### config.mk
export PLATFORM = sky130hd
export DESIGN_NAME = aes_key_expand_flat
export DESIGN_NICKNAME = d
export VERILOG_FILES = /design/src/rtl/aes_pkg.sv /design/src/rtl/aes_key_expand_if.sv /design/src/rtl/aes_sub_word.sv /design/src/rtl/aes_key_expand.sv /design/src/flat_wrapper.sv
export SDC_FILE = /design/constraint.sdc
export NUM_CORES = 2
export LEC_CHECK = 0
export CORE_MARGIN = 2
export CORE_UTILIZATION = 50
export CTS_CLUSTER_SIZE = 24
export DETAILED_ROUTE_END_ITERATION = 7
export PLACE_DENSITY = 0.69
export SETUP_SLACK_MARGIN = 0.15
export SLEW_MARGIN = 20
export SYNTH_ARGS = -nofsm -noshare
export SYNTH_HDL_FRONTEND = slang
export SYNTH_SLANG_ARGS = --single-unit
### constraint.sdc
create_clock -name clk -period 45.9 [get_ports clk]
set_input_delay 4.59 -clock clk [delete_from_list [all_inputs] [get_ports clk]]
set_output_delay 4.59 -clock clk [all_outputs]
set_load 0.03 [all_outputs]
### src/rtl/aes_pkg.sv
// Shared AES definitions: round count, FSM encoding, S-box, RCON, RotWord.
package aes_pkg;

    localparam int NR = 10;

    typedef enum logic [1:0] {
        IDLE   = 2'b00,
        EXPAND = 2'b01,
        DONE   = 2'b10
    } state_t;

    localparam logic [0:255][7:0] SBOX = {
        128'h637c777bf26b6fc53001672bfed7ab76,
        128'hca82c97dfa5947f0add4a2af9ca472c0,
        128'hb7fd9326363ff7cc34a5e5f171d83115,
        128'h04c723c31896059a071280e2eb27b275,
        128'h09832c1a1b6e5aa0523bd6b329e32f84,
        128'h53d100ed20fcb15b6acbbe394a4c58cf,
        128'hd0efaafb434d338545f9027f503c9fa8,
        128'h51a3408f929d38f5bcb6da2110fff3d2,
        128'hcd0c13ec5f974417c4a77e3d645d1973,
        128'h60814fdc222a908846eeb814de5e0bdb,
        128'he0323a0a4906245cc2d3ac629195e479,
        128'he7c8376d8dd54ea96c56f4ea657aae08,
        128'hba78252e1ca6b4c6e8dd741f4bbd8b8a,
        128'h703eb5664803f60e613557b986c11d9e,
        128'he1f8981169d98e949b1e87e9ce5528df,
        128'h8ca1890dbfe6426841992d0fb054bb16
    };

    function automatic logic [7:0] sbox(input logic [7:0] b);
        return SBOX[b];
    endfunction

    function automatic logic [7:0] rcon(input logic [3:0] i);
        case (i)
            4'd1:    return 8'h01;
            4'd2:    return 8'h02;
            4'd3:    return 8'h04;
            4'd4:    return 8'h08;
            4'd5:    return 8'h10;
            4'd6:    return 8'h20;
            4'd7:    return 8'h40;
            4'd8:    return 8'h80;
            4'd9:    return 8'h1b;
            4'd10:   return 8'h36;
            default: return 8'h00;
        endcase
    endfunction

    function automatic logic [31:0] rot_word(input logic [31:0] w);
        return {w[23:0], w[31:24]};
    endfunction

endpackage

### src/rtl/aes_key_expand_if.sv
// Link between the key loader / encryption core and the key expander.
interface aes_key_expand_if;

    logic         key_load;
    logic [127:0] key_in;
    logic [3:0]   round;
    logic [127:0] round_key;
    logic         busy;
    logic         key_ready;

    modport master (
        output key_load, key_in, round,
        input  round_key, busy, key_ready
    );

    modport slave (
        input  key_load, key_in, round,
        output round_key, busy, key_ready
    );

endinterface

### src/rtl/aes_sub_word.sv
// Combinational SubWord: four parallel S-box lookups.
module aes_sub_word
    import aes_pkg::*;
(
    input  logic [31:0] word,
    output logic [31:0] sub
);

    assign sub = {sbox(word[31:24]), sbox(word[23:16]),
                  sbox(word[15:8]),  sbox(word[7:0])};

endmodule

### src/rtl/aes_key_expand.sv
// AES-128 round-key expander: one round key per clock into an 11-entry bank.
module aes_key_expand
    import aes_pkg::*;
(
    input logic              clk,
    input logic              rst,
    aes_key_expand_if.slave  kx
);

    localparam logic [3:0] LAST = 4'(NR);

    state_t       state, state_nxt;
    logic [3:0]   cnt, cnt_nxt;
    logic         load_en, step_en;
    logic [127:0] bank [0:NR];
    logic [127:0] prev, fresh;
    logic [31:0]  rot, sub, t;
    logic [31:0]  k0, k1, k2, k3;

    assign prev = bank[cnt - 4'd1];
    assign rot  = rot_word(prev[31:0]);

    aes_sub_word u_sub (
        .word (rot),
        .sub  (sub)
    );

    assign t     = sub ^ {rcon(cnt), 24'h0};
    assign k0    = prev[127:96] ^ t;
    assign k1    = prev[95:64]  ^ k0;
    assign k2    = prev[63:32]  ^ k1;
    assign k3    = prev[31:0]   ^ k2;
    assign fresh = {k0, k1, k2, k3};

    always_ff @(posedge clk or posedge rst) begin
        if (rst) begin
            state <= IDLE;
            cnt   <= '0;
        end else begin
            state <= state_nxt;
            cnt   <= cnt_nxt;
        end
    end

    always_comb begin
        state_nxt = state;
        cnt_nxt   = cnt;
        load_en   = 1'b0;
        step_en   = 1'b0;
        unique case (state)
            IDLE, DONE: begin
                if (kx.key_load) begin
                    state_nxt = EXPAND;
                    cnt_nxt   = 4'd1;
                    load_en   = 1'b1;
                end
            end
            EXPAND: begin
                step_en = 1'b1;
                if (cnt == LAST) state_nxt = DONE;
                else             cnt_nxt   = cnt + 4'd1;
            end
            default: state_nxt = IDLE;
        endcase
    end

    always_ff @(posedge clk or posedge rst) begin
        if (rst) begin
            for (int i = 0; i <= NR; i++) bank[i] <= '0;
        end else if (load_en) begin
            bank[0] <= kx.key_in;
        end else if (step_en) begin
            bank[cnt] <= fresh;
        end
    end

    // Bank read ignores state; the consumer gates on key_ready.
    assign kx.round_key = (kx.round <= LAST) ? bank[kx.round] : '0;
    assign kx.busy      = (state == EXPAND);
    assign kx.key_ready = (state == DONE);

endmodule
### src/flat_wrapper.sv
// flat-port wrapper written by rule: the top's interface ports become plain ports
module aes_key_expand_flat import aes_pkg::*;
  (clk, rst, kx_key_load, kx_key_in, kx_round, kx_round_key, kx_busy, kx_key_ready);
  aes_key_expand_if kx_i ();
  input logic clk;
  input logic rst;
  input wire logic [$bits(kx_i.key_load)-1:0] kx_key_load;
  input wire logic [$bits(kx_i.key_in)-1:0] kx_key_in;
  input wire logic [$bits(kx_i.round)-1:0] kx_round;
  output wire logic [$bits(kx_i.round_key)-1:0] kx_round_key;
  output wire logic [$bits(kx_i.busy)-1:0] kx_busy;
  output wire logic [$bits(kx_i.key_ready)-1:0] kx_key_ready;
  assign kx_i.key_load = kx_key_load;
  assign kx_i.key_in = kx_key_in;
  assign kx_i.round = kx_round;
  assign kx_round_key = kx_i.round_key;
  assign kx_busy = kx_i.busy;
  assign kx_key_ready = kx_i.key_ready;
  aes_key_expand u_core (.clk(clk), .rst(rst), .kx(kx_i));
endmodule
==> impl_metrics.yaml <==
finish:
  area_growth_pct: 9.729
  fin_nets: 9540
  fin_cells: 11846
  post-route-util_pct: 55.22
  drive_gt1_share_pct: 14.06
clock_tree:
  clock_sinks: 1414
  cts_hold_repair.buffers: 0
  clk_pin_slew_ns: 0.06
  clk_path_buf_depth: 3
  tritoncts: "done"
  clk_latency_ns: 0.85
  cts-buffers-inserted: 160
  cts_max_level: 4
  root_buffer: "clkbuf_16"
  cts_resized: 0
  post_cts_buffers: 0
worst_setup_path:
  cp_data_required_time_ns: 41.31
  worstSetupEndpointType: "output pin"
  arrival_ns: 10.53
  critPathKind: "in2out"
  cp_max_fo: 56
  start_kind: "primary input"
timing:
  setup_viol: 0
  skew_ns: 0.07389
  period_share_pct: 32.95
  hold-worst-slack_ns: 0.4976
  worst_pin_slew_ns: 1.314
  fmax_ghz: 0.06612
  min_period_ns: 15.12
  maxSlewViolCount: 0
  max_slew_margin_pct: 11.44
  setup-tns-final_ns: 0
  rsz0062_at_grt: "no"
  finalHoldViolCount: 0
drt:
  via_per_inst: 7.205
  wl_mm: 383.7
  vias: 85351
  first_pass_iters: 8
  ant_nets: 0
  drtIter0Drc: 13260
  drc: 9
  wire_per_inst_um: 32.39
job:
  maxCapViolations: 0
global_routing:
  antenna_found_initial: 13
  grt_pass1_wl_mm: 558.6
  grt_max_degree: 192
  grt_pass1_vias: 81175
  overflow: 0
  track_usage_pct: 40.51
synthesis:
  ys_warn_count: 0
  synth.top_cell.area_share_pct: 38.86
  syn_avg_cell_area_um2: 9.386
  async_flop_share_pct: 100.0
  synth_cells: 9701
  yosysUniqueCellTypes: 130
  synth_fp_nets: 9899
  yosys-top-cells-area: "dfrtp_1 (39%), mux4_2 (12%), o21ai_0 (8.2%)"
  syn_area_um2: 91050
  ys_seq_area_share_pct: 38.86
  yosys_register_bits: 1414
  synth_largest_area_cell: "dfrtp_1"
  ys.flop_type: "dfrtp_1"
  synth-edff-count: 0
floorplan:
  row_count: 156
  core-area_um2: 180900
  start_util_pct: 50.32
  die_x_um: 430.7
  die_h_um: 430.7
  io_pins: 265
  die_area_um2: 185500
place:
  gp_congestion: 1.069
  io_buffers: 264
  placedCellCount: 11549
  post-dp-hpwl_mm: 236.4
outcome:
  violations: "DRC"
  outcome: "complete, but fails checks"
worst_hold_path:
  hp-class: "reg2reg"
final timing paths:
kind                       depth (start not counted)                       endpoint                          start  slack, ns
max                                               10               kx_round_key[95]                    kx_round[0]      30.78
min                                                2  u_core.bank[1108]$_DFFE_PP0P_  u_core.bank[1108]$_DFFE_PP0P_       0.50
max reg2reg                                       23   u_core.bank[908]$_DFFE_PP0P_      u_core.cnt[0]$_DFFE_PP0P_      36.33
min reg2reg                                        2  u_core.bank[1108]$_DFFE_PP0P_  u_core.bank[1108]$_DFFE_PP0P_       0.50
max in group asynchronous                          6    u_core.bank[16]$_DFFE_PP0P_                            rst      37.61
min in group asynchronous                          2   u_core.bank[695]$_DFFE_PP0P_                            rst       4.29
cell families (layout without fill, tap and decap cells):
| group | Yosys count | after routing | share of synthesized area, % |
|---|---|---|---|
| compound gates | 3256 | 3256 | 21.94 |
| mux | 988 | 988 | 17.89 |
| fa+ha+maj | 63 | 63 | 0.8657 |
| other cells | 0 | 10 | 0 |
| buf+inv | 1098 | 863 | 5.819 |
| flops | 1414 | 1414 | 38.86 |
| xor+xnor | 206 | 206 | 2.258 |
| simple gates | 2676 | 2676 | 12.37 |
critical path, cell delays in order:
cell	delay (ns)
buf_8	0.41
buf_4	0.61
buf_4	0.75
buf_4	0.74
buf_4	0.67
buf_4	0.86
mux4_2	0.61
mux2i_1	0.19
o22ai_1	0.18
clkdlybuf4s50_1	0.66
final cells by class:
class,instances,area (um^2)
multi-input combinational,7189,51070
clock buffer,234,4705
inverter,44,177.7
clock inverter,52,734.5
sequential,1414,35390
timing repair buffer,533,4846
tap,2370,2965
fill,15729,81030
antenna,10,25.02
layer usage:
layer	GRT usage (%)	wire, um
met1	52.28	139800
met2	58.47	164800
met3	12.97	50300
met4	26.70	28600
met5	0.2342	130
stage by stage:
step | instance area [um^2] | setup WS, ns
3_5_place_dp | 94330 | 30.71
3_3_place_gp | 94310 | 30.81
6_report | 99910 | 30.78
4_1_cts | 99770 | 30.69
5_1_grt | 99900 | 30.38
2_1_floorplan | 91050 | 1.436
Yosys cell counts, drive strengths merged, types with 15 or more instances:
| cell type | n |
|---|---|
| o21ai | 1675 |
| nand2 | 1636 |
| dfrtp | 1414 |
| clkbuf | 618 |
| mux4 | 502 |
| nor2 | 456 |
| buf | 426 |
| a21oi | 422 |
| mux2i | 401 |
| nand3 | 198 |
| o22ai | 189 |
| nor3 | 166 |
| a22oi | 141 |
| o211ai | 140 |
| xnor2 | 129 |
| a31oi | 87 |
| mux2 | 85 |
| xor2 | 77 |
| a211oi | 71 |
| a221oi | 65 |
| ha | 63 |
| o311ai | 59 |
| a311oi | 48 |
| o221ai | 46 |
| inv | 41 |
| o31ai | 41 |
| nand4 | 38 |
| o2111ai | 37 |
| and2 | 28 |
| nor4 | 27 |
| a2111oi | 24 |
| or3 | 23 |
| and3 | 22 |
| a211o | 19 |
| a21o | 16 |
| a32oi | 15 |
| nand2b | 15 |
| o32ai | 15 |
| or4 | 15 |
flip-flops by register name (all words and copies together) (netlist names):
name	count
u_core.bank	1408
u_core.cnt	4
u_core.state	2
cell usage in the layout, fill, tap and decap left out, types with 20 or more instances in the layout:
| master | count |
|---|---|
| o311ai_0 | 43 |
| o2111ai_1 | 37 |
| a31oi_1 | 83 |
| and2_1 | 27 |
| and3_1 | 22 |
| nor4_1 | 24 |
| o22ai_1 | 182 |
| buf_4 | 253 |
| a22oi_1 | 136 |
| nand4_1 | 37 |
| a221oi_1 | 62 |
| mux2i_1 | 400 |
| clkdlybuf4s50_1 | 260 |
| o21ai_0 | 1482 |
| o21ai_1 | 152 |
| clkbuf_16 | 162 |
| o21ai_2 | 37 |
| xnor2_2 | 23 |
| inv_1 | 29 |
| o31ai_1 | 26 |
| clkbuf_1 | 34 |
| o211ai_1 | 138 |
| nand3_1 | 193 |
| mux4_2 | 502 |
| a21oi_1 | 418 |
| nor2_1 | 446 |
| dfrtp_1 | 1413 |
| mux2_2 | 82 |
| xor2_1 | 61 |
| o221ai_1 | 46 |
| xnor2_1 | 99 |
| a211oi_1 | 67 |
| clkinv_2 | 20 |
| clkbuf_8 | 38 |
| nor3_1 | 161 |
| a311oi_1 | 45 |
| ha_1 | 62 |
| nand2_1 | 1626 |
| or3_1 | 23 |
Power is left out: the tool's default activity adds up to more than one toggle a clock period on the data nets, which glitch-free logic cannot reach.
